--- src/rtl/pipe_stall_ctrl_if.sv ---
// Handshake bundle between the pipeline stages and the stall/flush sequencer.
// The pipeline side is the master; the sequencer is the slave.
interface pipe_stall_ctrl_if #(
    parameter int LEN_W = 4,
    parameter int CNT_W = 16
);
    logic             stallreq_id;
    logic             ex_mc_start;
    logic [LEN_W-1:0] ex_mc_len;
    logic             flush_req;
    logic             stat_clr;
    logic [5:0]       stall;
    logic             flush;
    logic             busy;
    logic [CNT_W-1:0] stall_cnt;

    modport master (
        output stallreq_id, ex_mc_start, ex_mc_len, flush_req, stat_clr,
        input  stall, flush, busy, stall_cnt
    );

    modport slave (
        input  stallreq_id, ex_mc_start, ex_mc_len, flush_req, stat_clr,
        output stall, flush, busy, stall_cnt
    );
endinterface

--- src/rtl/pipe_stall_ctrl.sv ---
// Central stall/flush sequencer for the 5-stage pipeline: sequences multi-cycle ex ops,
// load-use bubbles and exception flushes, and counts stalled cycles for perf monitoring.
module pipe_stall_ctrl #(
    parameter int LEN_W     = 4,
    parameter int FLUSH_LEN = 1,
    parameter int CNT_W     = 16
) (
    input  logic             clk,
    input  logic             rst,
    pipe_stall_ctrl_if.slave bus
);
    localparam int FL_W  = $clog2(FLUSH_LEN + 1);
    localparam int CTR_W = (LEN_W > FL_W) ? LEN_W : FL_W;

    localparam logic [5:0] STALL_NONE = 6'b000000;
    localparam logic [5:0] STALL_LU   = 6'b000111;
    localparam logic [5:0] STALL_EX   = 6'b001111;

    typedef enum logic [1:0] {
        ST_RUN     = 2'd0,
        ST_EX_WAIT = 2'd1,
        ST_FLUSH   = 2'd2
    } state_e;

    state_e             state_r;
    state_e             state_s;
    logic [CTR_W-1:0]   ctr_r;
    logic [CTR_W-1:0]   ctr_s;
    logic [5:0]         stall_s;
    logic [LEN_W-1:0]   eff_len_s;
    logic [CNT_W-1:0]   stall_cnt_r;

    // A zero-length op still occupies ex for one cycle.
    assign eff_len_s = (bus.ex_mc_len == {LEN_W{1'b0}}) ? {{(LEN_W-1){1'b0}}, 1'b1}
                                                         : bus.ex_mc_len;

    // State and remaining-cycle counter register.
    always_ff @(posedge clk or posedge rst) begin
        if (rst) begin
            state_r <= ST_RUN;
            ctr_r   <= {CTR_W{1'b0}};
        end else begin
            state_r <= state_s;
            ctr_r   <= ctr_s;
        end
    end

    // Next-state, counter and stall vector; flush_req outranks everything, then ex, then load-use.
    always_comb begin
        state_s = state_r;
        ctr_s   = ctr_r;
        stall_s = STALL_NONE;
        case (state_r)
            ST_RUN: begin
                if (bus.flush_req) begin
                    state_s = ST_FLUSH;
                    ctr_s   = CTR_W'(FLUSH_LEN - 1);
                end else if (bus.ex_mc_start) begin
                    stall_s = STALL_EX;
                    if (eff_len_s > {{(LEN_W-1){1'b0}}, 1'b1}) begin
                        state_s = ST_EX_WAIT;
                        ctr_s   = CTR_W'(eff_len_s - LEN_W'(2));
                    end else begin
                        state_s = ST_RUN;
                    end
                end else if (bus.stallreq_id) begin
                    stall_s = STALL_LU;
                end else begin
                    stall_s = STALL_NONE;
                end
            end
            ST_EX_WAIT: begin
                if (bus.flush_req) begin
                    state_s = ST_FLUSH;
                    ctr_s   = CTR_W'(FLUSH_LEN - 1);
                end else begin
                    // A second start here is a protocol error and is simply not looked at.
                    stall_s = STALL_EX;
                    if (ctr_r == {CTR_W{1'b0}}) begin
                        state_s = ST_RUN;
                    end else begin
                        ctr_s = ctr_r - CTR_W'(1);
                    end
                end
            end
            ST_FLUSH: begin
                if (bus.flush_req) begin
                    ctr_s = CTR_W'(FLUSH_LEN - 1);
                end else if (ctr_r == {CTR_W{1'b0}}) begin
                    state_s = ST_RUN;
                end else begin
                    ctr_s = ctr_r - CTR_W'(1);
                end
            end
            default: begin
                state_s = ST_RUN;
                ctr_s   = {CTR_W{1'b0}};
            end
        endcase
    end

    // Saturating stalled-cycle counter; clear beats increment.
    always_ff @(posedge clk or posedge rst) begin
        if (rst) begin
            stall_cnt_r <= {CNT_W{1'b0}};
        end else if (bus.stat_clr) begin
            stall_cnt_r <= {CNT_W{1'b0}};
        end else if ((stall_s != STALL_NONE) && (stall_cnt_r != {CNT_W{1'b1}})) begin
            stall_cnt_r <= stall_cnt_r + CNT_W'(1);
        end
    end

    assign bus.stall     = stall_s;
    assign bus.flush     = (state_r == ST_FLUSH);
    assign bus.busy      = (state_r == ST_EX_WAIT) || (state_r == ST_FLUSH);
    assign bus.stall_cnt = stall_cnt_r;
endmodule
--- src/flat_wrapper.sv ---
// flat-port wrapper written by rule: the top's interface ports become plain ports
module pipe_stall_ctrl_flat 
#(
    parameter int LEN_W     = 4,
    parameter int FLUSH_LEN = 1,
    parameter int CNT_W     = 16
)
  (clk, rst, bus_stallreq_id, bus_ex_mc_start, bus_ex_mc_len, bus_flush_req, bus_stat_clr, bus_stall, bus_flush, bus_busy, bus_stall_cnt);
  pipe_stall_ctrl_if #(.LEN_W(LEN_W), .CNT_W(CNT_W)) bus_i ();
  input  logic clk;
  input  logic rst;
  input wire logic [$bits(bus_i.stallreq_id)-1:0] bus_stallreq_id;
  input wire logic [$bits(bus_i.ex_mc_start)-1:0] bus_ex_mc_start;
  input wire logic [$bits(bus_i.ex_mc_len)-1:0] bus_ex_mc_len;
  input wire logic [$bits(bus_i.flush_req)-1:0] bus_flush_req;
  input wire logic [$bits(bus_i.stat_clr)-1:0] bus_stat_clr;
  output wire logic [$bits(bus_i.stall)-1:0] bus_stall;
  output wire logic [$bits(bus_i.flush)-1:0] bus_flush;
  output wire logic [$bits(bus_i.busy)-1:0] bus_busy;
  output wire logic [$bits(bus_i.stall_cnt)-1:0] bus_stall_cnt;
  assign bus_i.stallreq_id = bus_stallreq_id;
  assign bus_i.ex_mc_start = bus_ex_mc_start;
  assign bus_i.ex_mc_len = bus_ex_mc_len;
  assign bus_i.flush_req = bus_flush_req;
  assign bus_i.stat_clr = bus_stat_clr;
  assign bus_stall = bus_i.stall;
  assign bus_flush = bus_i.flush;
  assign bus_busy = bus_i.busy;
  assign bus_stall_cnt = bus_i.stall_cnt;
  pipe_stall_ctrl #(.LEN_W(LEN_W), .FLUSH_LEN(FLUSH_LEN), .CNT_W(CNT_W)) u_core (.clk(clk), .rst(rst), .bus(bus_i));
endmodule
--- config.mk ---
export PLATFORM = sky130hd
export DESIGN_NAME = pipe_stall_ctrl_flat
export DESIGN_NICKNAME = d
export VERILOG_FILES = /design/src/rtl/pipe_stall_ctrl_if.sv /design/src/rtl/pipe_stall_ctrl.sv /design/src/flat_wrapper.sv
export SDC_FILE = /design/constraint.sdc
export NUM_CORES = 1
export LEC_CHECK = 0
export BUFFER_PORTS_ARGS = -buffer_cell sky130_fd_sc_hd__buf_2
export CAP_MARGIN = 5
export CORE_MARGIN = 5
export CORE_UTILIZATION = 50
export CTS_CLUSTER_DIAMETER = 30
export DETAILED_ROUTE_END_ITERATION = 16
export PLACE_DENSITY = 0.71
export SLEW_MARGIN = 20
export SYNTH_ARGS = -nofsm -noshare
export SYNTH_HDL_FRONTEND = slang
export SYNTH_SLANG_ARGS = --single-unit
--- constraint.sdc ---
create_clock -name clk -period 4 [get_ports clk]
set_input_delay 0.6 -clock clk [delete_from_list [all_inputs] [get_ports clk]]
set_output_delay 0.6 -clock clk [all_outputs]
set_load 0.005 [all_outputs]
==> metrics.txt <==
status complete, no violations; Critical Path AT roughly 2.0 ns; fin cells about 240; mapped cell area 1560 um2; Avg Cell Area, Syn 9.11 um2; clk_lat worst skew 0.32 ns; Yosys reg bits 22; dpl cell area 1710 um2; width of the die 65.8 um; clk root buf clkbuf_4; unrepaired setup endpoints after global routing false; crit path cell chain inv_1 > ha_1 > o21a_1 > o21ai_1 > inv_1 > buf_2; CP peak stage delay 0.43 ns; ANT cells 0; Main synth FF type dfrtp_1; final setup fails 0; vias per cell 5.79; die area between 4000 and 5000 um2; Pwr Density 420 nW/um2; Hold WS 0.412 ns; P_leak 0.806 nW; Initial Util 0.514; fraction of layout cells with a size suffix above 1 0.208; area leader, netlist dfrtp_1; crit start category register; DPL Wire Length between 2000 and 3000 um; most frequent cells in the layout 31 x buf_2, 22 x dfrtp_1, 15 x a21oi_1, 14 x inv_1, 10 x o21ai_0; H-tree levels 1; Post-layout nets 216; slowest cell on the critical path o21ai_1; Fillers between 200 and 300; Int Power 0.453 mW; worst vdd ir 188 uV; Cell variety after synth 45; Clock Power Share 0.171; minimum clock period 2.60 ns; Hold Path Class input pin to asynchronous set/reset pin; sequential fraction of the synthesis area 0.353; quantity of hold-fixing buffers added after cts 0; Logic pwr share 0.449; net switching power 0.280 mW; Max Cap Violations 0; Reg area 551 um2; Fmax 0.385 GHz; DR pass1 iterations 4; Async SR Flop Fraction 1.00; GRT Util Overall 0.173; commonest non-fill, non-tap cell in the layout buf_2; period utilisation layout 0.649; most used cell, CP inv_1; Slew Viols, Final 0; global-route wire length before repair 5910 um; Crit. End Element primary output; CTS Sinks 22; drt drc 0; crit path kind register to primary output; Crit path max-delay family compound AO/OA/AOI/OAI gates; final setup margin 1.40 ns; synth warn 0; Sw Ratio 0.383; Synth top area share 0.353; Clock Path Buffers 2; Slew @ Worst Pin 0.803 ns; Routed wire per std cell 14.5 um; DRT iter0 DRCs 86; via count 1396; CP Max Fanout 10; I/O Pins 34; post-CTS setup buffer count 0; clock buffer count from CTS 3; Place WS 1.74 ns; I/O Buffers 31; Clk pin slew, worst setup/hold paths 0.13 ns; worst path required time between 3 and 4 ns; Remaining Overflow, GRT 0; Routed WL 3500 um; Post-synth EDFFs 0; Mapped Cells ~170; Final Power 0.733 mW; cts repair resizes 0; largest cells by area after synthesis dfrtp_1 35%, ha_1 6.4%, a21oi_1 4.8%; Layout Skew 0.00997 ns; multi-input logic area 896 um2; P&R area growth vs syn 12.0%; dpl cells 237; initial antenna violation count 0; vias in the first global route 1362; r2r setup slk 1.80 ns; relative slew slack 0.464; Placement Rows 20; final instance area 1750 um2; Post-Route Setup TNS 0 ns; final antenna-violating net count 0; Flop pwr share 0.380; largest net degree at the start of global routing 23; core box area roughly 3000 um2; CTS tree built; Final GP Congestion 0.830; Chip Height 65.8 um; final hold violations 0; crit path buf inv count 3; final core occ 0.576
sequential cells by signal, summed over array words and instances (netlist names):
name	cells
u_core.bus.stall_cnt	16
u_core.ctr_r	4
u_core.state_r	2
logic make-up after synthesis:
| family | share of synthesized area |
|---|---|
| buffers and inverters | 0.0739 |
| AO/OA/AOI/OAI | 0.200 |
| other | 0.00241 |
| flip-flops | 0.353 |
| AND/OR/NAND/NOR | 0.234 |
| XOR/XNOR | 0.0169 |
| multiplexers | 0.0554 |
| adder cells (fa/ha/maj) | 0.0643 |
worst register-to-register path, cell delays in order, from the launching register on:
cell and delay, ns:
dfrtp_1 0.43, inv_1 0.11, ha_1 0.33, o21a_1 0.23
o2111ai_2 0.29, or4_1 0.59, a21oi_1 0.15
final timing paths:
kind                                    from                  endpoint  depth (start not counted)
max                        u_core.state_r[0]              bus_stall[2]                          6
min                                      rst   u_core.bus.stall_cnt[2]                          2
max reg2reg                u_core.state_r[0]  u_core.bus.stall_cnt[15]                          6
min reg2reg                  u_core.ctr_r[1]           u_core.ctr_r[1]                          2
max in group asynchronous                rst  u_core.bus.stall_cnt[15]                          2
min in group clk             u_core.ctr_r[1]           u_core.ctr_r[1]                          2
routing by layer:
| layer | routed length [um] | global-route usage |
|---|---|---|
| met1 | 1540 | 0.202 |
| met2 | 1730 | 0.310 |
| met3 | 151 | 0.0238 |
| met4 | 76 | 0.0803 |
| met5 | 0 | 0 |
layout make-up:
class	count	area share
Timing Repair Buffer	31	0.0889
Tap cell	44	0.0315
Clock buffer	4	0.0208
Multi-Input combinational cell	126	0.513
Inverter	14	0.0301
Sequential cell	22	0.315
power by group through the flow:
stage	logic [mW]	clock network (mW)	registers [mW]
after detailed placement	0.330	0	0.283
after CTS	0.331	0.132	0.278
after global routing	0.368	0.140	0.283
after global placement	0.316	0	0.280
final	0.329	0.125	0.279
after floorplan	0.255	0	0.277
synthesized netlist by cell type, types with 2 or more instances:
cell type  count
nor3_1         4
or3_1          3
dfrtp_1       22
and4_1         2
o31ai_1        6
nor2b_1        5
nand2b_1       3
nand4_1        4
ha_1           8
buf_2          2
o211ai_1       2
nor2_1         7
o21ai_0       10
a21oi_1       15
nand2_1        7
xor2_1         2
o41ai_1        2
or4_1          8
mux2_1         4
nor3b_1        2
buf_4          4
a211oi_1       4
clkbuf_1       3
nand3_1        6
mux2i_1        3
inv_1         14
No activity file was read; power rests on OpenSTA's default activity.
